## src/rtl/spmv_pe_stream_ctrl.sv

```systemverilog
// SpMV processing-element control core: op-bus decode and forwarding, argument registers,
// credit-limited streaming of memory load requests and the busy chain.
module spmv_pe_stream_ctrl #(
  parameter int unsigned ID           = 0,
  parameter int unsigned NUM_REGS     = 4,
  parameter int unsigned ADDR_WIDTH   = 48,
  parameter int unsigned STRIDE       = 8,
  parameter int unsigned MAX_OUTSTAND = 8,
  parameter int unsigned TAG_WIDTH    = 8
) (
  input  logic                  clk,
  input  logic                  rst,
  input  logic [63:0]           op_in,
  output logic [63:0]           op_out,
  input  logic                  busy_in,
  output logic                  busy_out,
  output logic                  req_mem_ld,
  output logic [ADDR_WIDTH-1:0] req_mem_addr,
  output logic [TAG_WIDTH-1:0]  req_mem_tag,
  input  logic                  req_mem_stall,
  input  logic                  rsp_mem_push,
  input  logic [63:0]           rsp_mem_q,
  output logic                  rsp_mem_stall,
  output logic                  dec_push,
  output logic [63:0]           dec_q,
  input  logic                  dec_stall
);

  localparam int unsigned CntW = $clog2(MAX_OUTSTAND) + 1;
  localparam logic [CntW-1:0] MaxOut = CntW'(MAX_OUTSTAND);
  localparam logic [6:0] OpRst    = 7'd1;
  localparam logic [6:0] OpSteady = 7'd2;
  localparam logic [6:0] OpLd     = 7'd3;

  typedef enum logic [1:0] {StIdle, StSteady, StDrain} state_e;

  state_e                state;
  logic [63:0]           op_q;
  logic [ADDR_WIDTH-1:0] regs [NUM_REGS];
  logic [TAG_WIDTH-1:0]  tag;
  logic [CntW-1:0]       outstanding;
  logic [CntW-1:0]       outstanding_d;

  logic                  op_acc;
  logic [3:0]            op_idx;
  logic [ADDR_WIDTH-1:0] op_data;
  logic                  rst_op;
  logic                  steady_op;
  logic                  ld_op;
  logic                  ld_r0;
  logic                  addr_lt;
  logic                  issue;
  logic                  rsp_dec;
  logic                  local_busy;

  assign op_acc    = op_q[11] | (op_q[10:7] == 4'(ID));
  assign op_idx    = op_q[15:12];
  assign op_data   = op_q[16 +: ADDR_WIDTH];
  assign rst_op    = op_acc & (op_q[6:0] == OpRst);
  assign steady_op = op_acc & (op_q[6:0] == OpSteady);
  assign ld_op     = op_acc & (op_q[6:0] == OpLd);
  assign ld_r0     = ld_op & (op_idx == 4'd0);

  assign addr_lt = regs[0] < regs[1];
  // A reg0 load in the same cycle would make the issued address stale, so it blocks issue.
  assign issue   = (state == StSteady) & addr_lt & ~req_mem_stall & (outstanding < MaxOut)
                 & ~ld_r0;
  // Responses arriving after a reset has cleared the count must not underflow it.
  assign rsp_dec = rsp_mem_push & (outstanding != '0);

  always_comb begin
    outstanding_d = outstanding;
    if (issue && !rsp_dec) begin
      outstanding_d = outstanding + CntW'(1);
    end else if (!issue && rsp_dec) begin
      outstanding_d = outstanding - CntW'(1);
    end
  end

  assign local_busy = (state != StIdle) | (outstanding != '0);

  always_ff @(posedge clk or posedge rst) begin
    if (rst) begin
      op_q        <= '0;
      busy_out    <= 1'b0;
      tag         <= '0;
      outstanding <= '0;
      state       <= StIdle;
      for (int unsigned i = 0; i < NUM_REGS; i++) begin
        regs[i] <= '0;
      end
    end else begin
      op_q        <= op_in;
      busy_out    <= busy_in | local_busy;
      outstanding <= outstanding_d;
      if (rst_op) begin
        tag   <= '0;
        state <= (outstanding_d != '0) ? StDrain : StIdle;
        for (int unsigned i = 0; i < NUM_REGS; i++) begin
          regs[i] <= '0;
        end
      end else begin
        if (issue) begin
          regs[0] <= regs[0] + ADDR_WIDTH'(STRIDE);
          tag     <= tag + TAG_WIDTH'(1);
        end
        // Placed after the increment so an explicit load of reg0 wins.
        for (int unsigned i = 0; i < NUM_REGS; i++) begin
          if (ld_op && (op_idx == 4'(i))) begin
            regs[i] <= op_data;
          end
        end
        unique case (state)
          StIdle: begin
            if (steady_op) state <= StSteady;
          end
          StSteady: begin
            if (!addr_lt) state <= StDrain;
          end
          StDrain: begin
            if (steady_op) begin
              state <= StSteady;
            end else if (outstanding == '0) begin
              state <= StIdle;
            end
          end
          default: state <= StIdle;
        endcase
      end
    end
  end

  assign op_out        = op_q;
  assign req_mem_ld    = issue;
  assign req_mem_addr  = regs[0];
  assign req_mem_tag   = tag;
  assign rsp_mem_stall = dec_stall;
  assign dec_push      = rsp_mem_push;
  assign dec_q         = rsp_mem_q;

endmodule
```

## config.mk

```make
export PLATFORM = sky130hd
export DESIGN_NAME = spmv_pe_stream_ctrl
export DESIGN_NICKNAME = d
export VERILOG_FILES = /design/src/rtl/spmv_pe_stream_ctrl.sv
export SDC_FILE = /design/constraint.sdc
export NUM_CORES = 1
export LEC_CHECK = 0
export CORE_MARGIN = 5
export CORE_UTILIZATION = 47
export CTS_BUF_LIST = sky130_fd_sc_hd__clkbuf_4
export DETAILED_ROUTE_END_ITERATION = 10
export PLACE_DENSITY = 0.83
export SLEW_MARGIN = 20
export SYNTH_ARGS = -nofsm -noshare
export SYNTH_HDL_FRONTEND = slang
export SYNTH_SLANG_ARGS = --single-unit
```

## constraint.sdc

```tcl
create_clock -name clk -period 7.5 [get_ports clk]
set_input_delay 2.25 -clock clk [delete_from_list [all_inputs] [get_ports clk]]
set_output_delay 2.25 -clock clk [all_outputs]
set_load 0.02 [all_outputs]
```

==> After elaboration in Yosys (flattened, before gate mapping) <==
Index checks and enable logic that the tools add are counted.
{ "totals": {"reg_bits": 175, "in_bits": 134, "output_inout_bits": 188, "word_cells": 74} }
{ "classes": {"add_sub_neg": 4, "magnitude_cmp": 2, "n_eq_ne": 11, "muxes": 17, "n_bitwise": 14, "reduce_logical": 19} }
{ "ops": {"columns": ["operator", "count"], "rows": [
  ["$mux 48", 5],
  ["$mux 192", 1],
  ["$add 48x4->48 const B", 1],
  ["$lt 48x48->1", 1],
  ["$mux 8", 2],
  ["$eq 7x2->1 const B", 2],
  ["$logic_not 4->1", 3],
  ["$mux 2", 6],
  ["$and 1x1->1", 9],
  ["$add 8x1->8 const B", 1],
  ["$eq 4x2->1 const B", 2],
  ["$mux 4", 2],
  ["$reduce_bool 4->1", 2],
  ["$eq 7x1->1 const B", 1],
  ["$logic_and 1x1->1", 6],
  ["$ne 3x3->1 const B", 2],
  ["$pmux 2 s3", 1],
  ["$reduce_bool 2->1", 3],
  ["$add 4x1->4 const B", 1],
  ["$eq 4x1->1 const B", 1],
  ["$lt 4x4->1 const B", 1],
  ["$ne 4x4->1 const B", 1],
  ["$sub 4x1->4 const B", 1],
  ["$or 1x1->1", 3],
  ["other kinds (7)", 9]
]} }

==> Logic depth before layout (Yosys ltp) <==
{ "logic_depth": {"depth_word": 13, "ltp_mapped": 13, "ltp_nobuf": 11} }

==> Worst setup path before layout <==
Ideal clock, no wire load.
{ "synth_path": {"kind": "input -> output", "from": "in req_mem_stall", "to": "out req_mem_ld", "t_arrival_ps": 3200, "t_required_ps": 5250, "setup_slack_ps": 2050, "cell_stages": 4, "n_path_buf": 2, "path_cell_list": "nor4_4 > and2_1 > buf_6 > buf_4"} }
{ "synth_between": {"elab_chain_cells": 4} }
{ "synth_lines": {"columns": ["element", "line_no", "rtl"], "rows": [
  ["start, declared", "20", "input logic req_mem_stall,"],
  ["$not 1->1", "66", "assign issue = (state == StSteady) & addr_lt & ~req_mem_stall & (outstanding < MaxOut)"],
  ["$and 1x1->1 (2 in a row)", "66", null],
  ["$and 1x1->1", "67", "& ~ld_r0;"],
  ["end, declared", "17", "output logic req_mem_ld,"]
]} }
No other way between the ends.

==> Worst setup path after layout <==
Same ends and word-level chain as after synthesis.

==> impl_metrics.yaml <==
synth:
  netlist_area_um2: 9290
  synth-edff-count: 0
  synthCells: 952
  ys_seq_elements: 175
  synthDistinctLibCells: 62
  syn-num-nets: 1137
  yosys_warnings: 0
  ys_top_cells_by_area: "dfrtp_1 (47%), buf_4 (9.4%), ha_1 (6.9%), nand2_1 (5.2%), a21oi_1 (4.8%)"
  yosysTopAreaCellShare_pct: 47.1
  ys_async_sr_fraction_pct: 100
  syn_avg_cell_area_um2: 9.76
  synth.yosys.seq_area_share_pct: 47.1
  post-synth-top-count-cell: "dfrtp_1"
  synth_common_cells: "dfrtp_1 (175), nand2_1 (128), buf_4 (116)"
  synth_top_area_cell: "dfrtp_1"
  ys.flop_type: "dfrtp_1"
die:
  initial_utilization_pct: 47.7
  io_pins: 322
  die_x_um: 151
  die_h_um: 151
  dieArea_um2: 22700
  core_area_um2: 19500
  num_rows: 51
routing:
  drt_iter0_markers: 475
  drcViolationCount: 0
  wl_per_cell_um: 17.6
  first_pass_iters: 5
  vias_per_cell: 5.32
  via_count: 6922
  ant_nets: 0
  routed_wl_um: 22900
critical_path:
  regToRegSetupSlack_ps: 3780
  start_kind: "primary input"
  worst-setup-path-type: "in -> out"
  reg2reg_to: "state[1]$_DFFE_PP0P_"
  cp_data_arrival_time_ps: 3960
  timing.rr.start: "req_mem_addr[43]$_DFFE_PP0P_"
  worst-r2r-cell-count: 12
  endpoint_kind: "output pin"
  cp-startpoint: "req_mem_stall"
  worstPathRequired_ps: 5250
  path_max_fanout: 7
timing:
  fin_crit_sh_pct: 82.8
  setup_viol_count_final: 0
  skew_ps: 38.7
  rsz0062_at_grt: "false"
  whs_ps: 522
  final_max_slew_viol_count: 0
  fin_setup_tns_ps: 0
  timing.fmax_mhz: 161
  fin_crit_ps: 6210
  maxSlewHeadroom_pct: 39.0
  tightest_slew_ps: 915
  hold_violations: 0
clock_tree:
  cts_buffers: 17
  cts_resized: 0
  clk_root_buffer_cell: "clkbuf_4"
  cts.clk_slew.worst_paths_ps: 150
  post_cts_buffers: 0
  tritoncts: "built"
  cts_buffer_depth: 2
  h-tree-depth: 4
  cts.sinks: 175
  cts_hold_buf: 0
  insertion_delay_ps: 560
hold_path:
  holdPathEnd: "regs[130]$_DFFE_PP0P_"
  min_path_type: "reg -> reg"
  min_path_cells: 2
  hp-start: "op_out[50]$_DFF_PP0_"
placement:
  hpwl_um: 16100
  portBuffers: 191
  gp_congestion: 0.846
global_routing:
  grt_max_degree: 94
  antenna_found_initial: 2
  gr-total-overflow: 0
  grt_pass1_vias: 7109
  track_usage_pct: 20.6
  grt_pass1_wl_um: 36700
power:
  power.density_nw_per_um2: 202
  p_leak_nw: 4.34
  irDropWorstVdd_mv: 0.137
final_layout:
  area.growth.synth_to_final_pct: 16.9
  multi_input_area_um2: 3630
  fin_util_pct: 55.8
  final_nets: 1207
  fillers: 1716
  register_area_um2: 4380
  drive_above_1_share_pct: 6.38
status:
  status: "finished clean"
flow_run:
  cap_violations: 0
layout by cell type (no fill, tap or decap), drive strengths merged, types with 18 or more instances in the layout:
master,instances
nand2,128
nand3,20
dfrtp,175
o21ai,46
xnor2,42
ha,51
inv,69
clkbuf,18
nand4,19
a21oi,89
clkdlybuf4s50,191
nor2,40
how the worst max path moves through the flow:
stage / end
5_1_grt: req_mem_ld
3_5_place_dp: req_mem_ld
6_report: req_mem_ld
4_1_cts: req_mem_ld
3_3_place_gp: req_mem_ld
2_1_floorplan: busy_out$_DFF_PP0_
worst max-delay path: stages:
cell and delay (ps):
clkdlybuf4s50_1 450, nor4_4 280, buf_4 210, and2_1 160, clkdlybuf4s50_1 610
sequential cells by signal, summed over array words and instances (netlist names):
name,cells
busy_out,1
op_out,64
outstanding,4
regs,48
req_mem_addr,48
req_mem_tag,8
state,2
per-stage QoR:
step,worst slack [ps],total power (W),cells,cell area (um^2)
after global routing,1210,0.00232,1300,10900
final,1290,0.00220,1300,10900
after global placement,1320,0.00163,1268,10600
after CTS,1280,0.00222,1299,10900
after detailed placement,1280,0.00166,1268,10600
after floorplan,505,0.00152,952,9290
logic make-up (layout without fill, tap and decap cells):
| kind of cell | Yosys count | count (layout) | share of synthesized area, % |
|---|---|---|---|
| and+or+nand+nor | 272 | 272 | 14.9 |
| buffers and inverters | 213 | 295 | 13.9 |
| AOI/OAI and AO/OA | 181 | 181 | 11.4 |
| DFF | 175 | 175 | 47.1 |
| xor gates and xnor gates | 55 | 55 | 5.19 |
| adders and majority gates | 53 | 53 | 7.08 |
| muxes | 3 | 3 | 0.323 |
| other | 0 | 1 | 0 |
metal layers:
metal	vias to the layer above	routed length [um]	GRT usage [%]	part of all wire [%]
met5	-	18	0	0.079
li1	3257	-	-	-
met2	252	11600	35.1	51
met3	46	1610	5.63	7.0
met1	3365	9240	25.4	40
met4	2	434	6.26	1.9
where the power goes:
part	leakage (nW)	internal (W)	total [W]	switching, W
registers	2.10	0.00101	0.00111	0.000101
logic	2.09	0.000255	0.000530	0.000275
clock network	0.151	0.000209	0.000554	0.000346
total	4.34	0.00148	0.00220	0.000722
final cells by class:
cell class	instances	share of cell area, %
inverter	63	2.22
clock buffer	18	1.24
clock inverter	13	1.42
tap	265	3.05
multi-input combinational	564	33.4
antenna	1	0.0230
sequential	175	40.3
timing repair buffer	201	18.3
No activity file was read; power rests on OpenSTA's default activity.
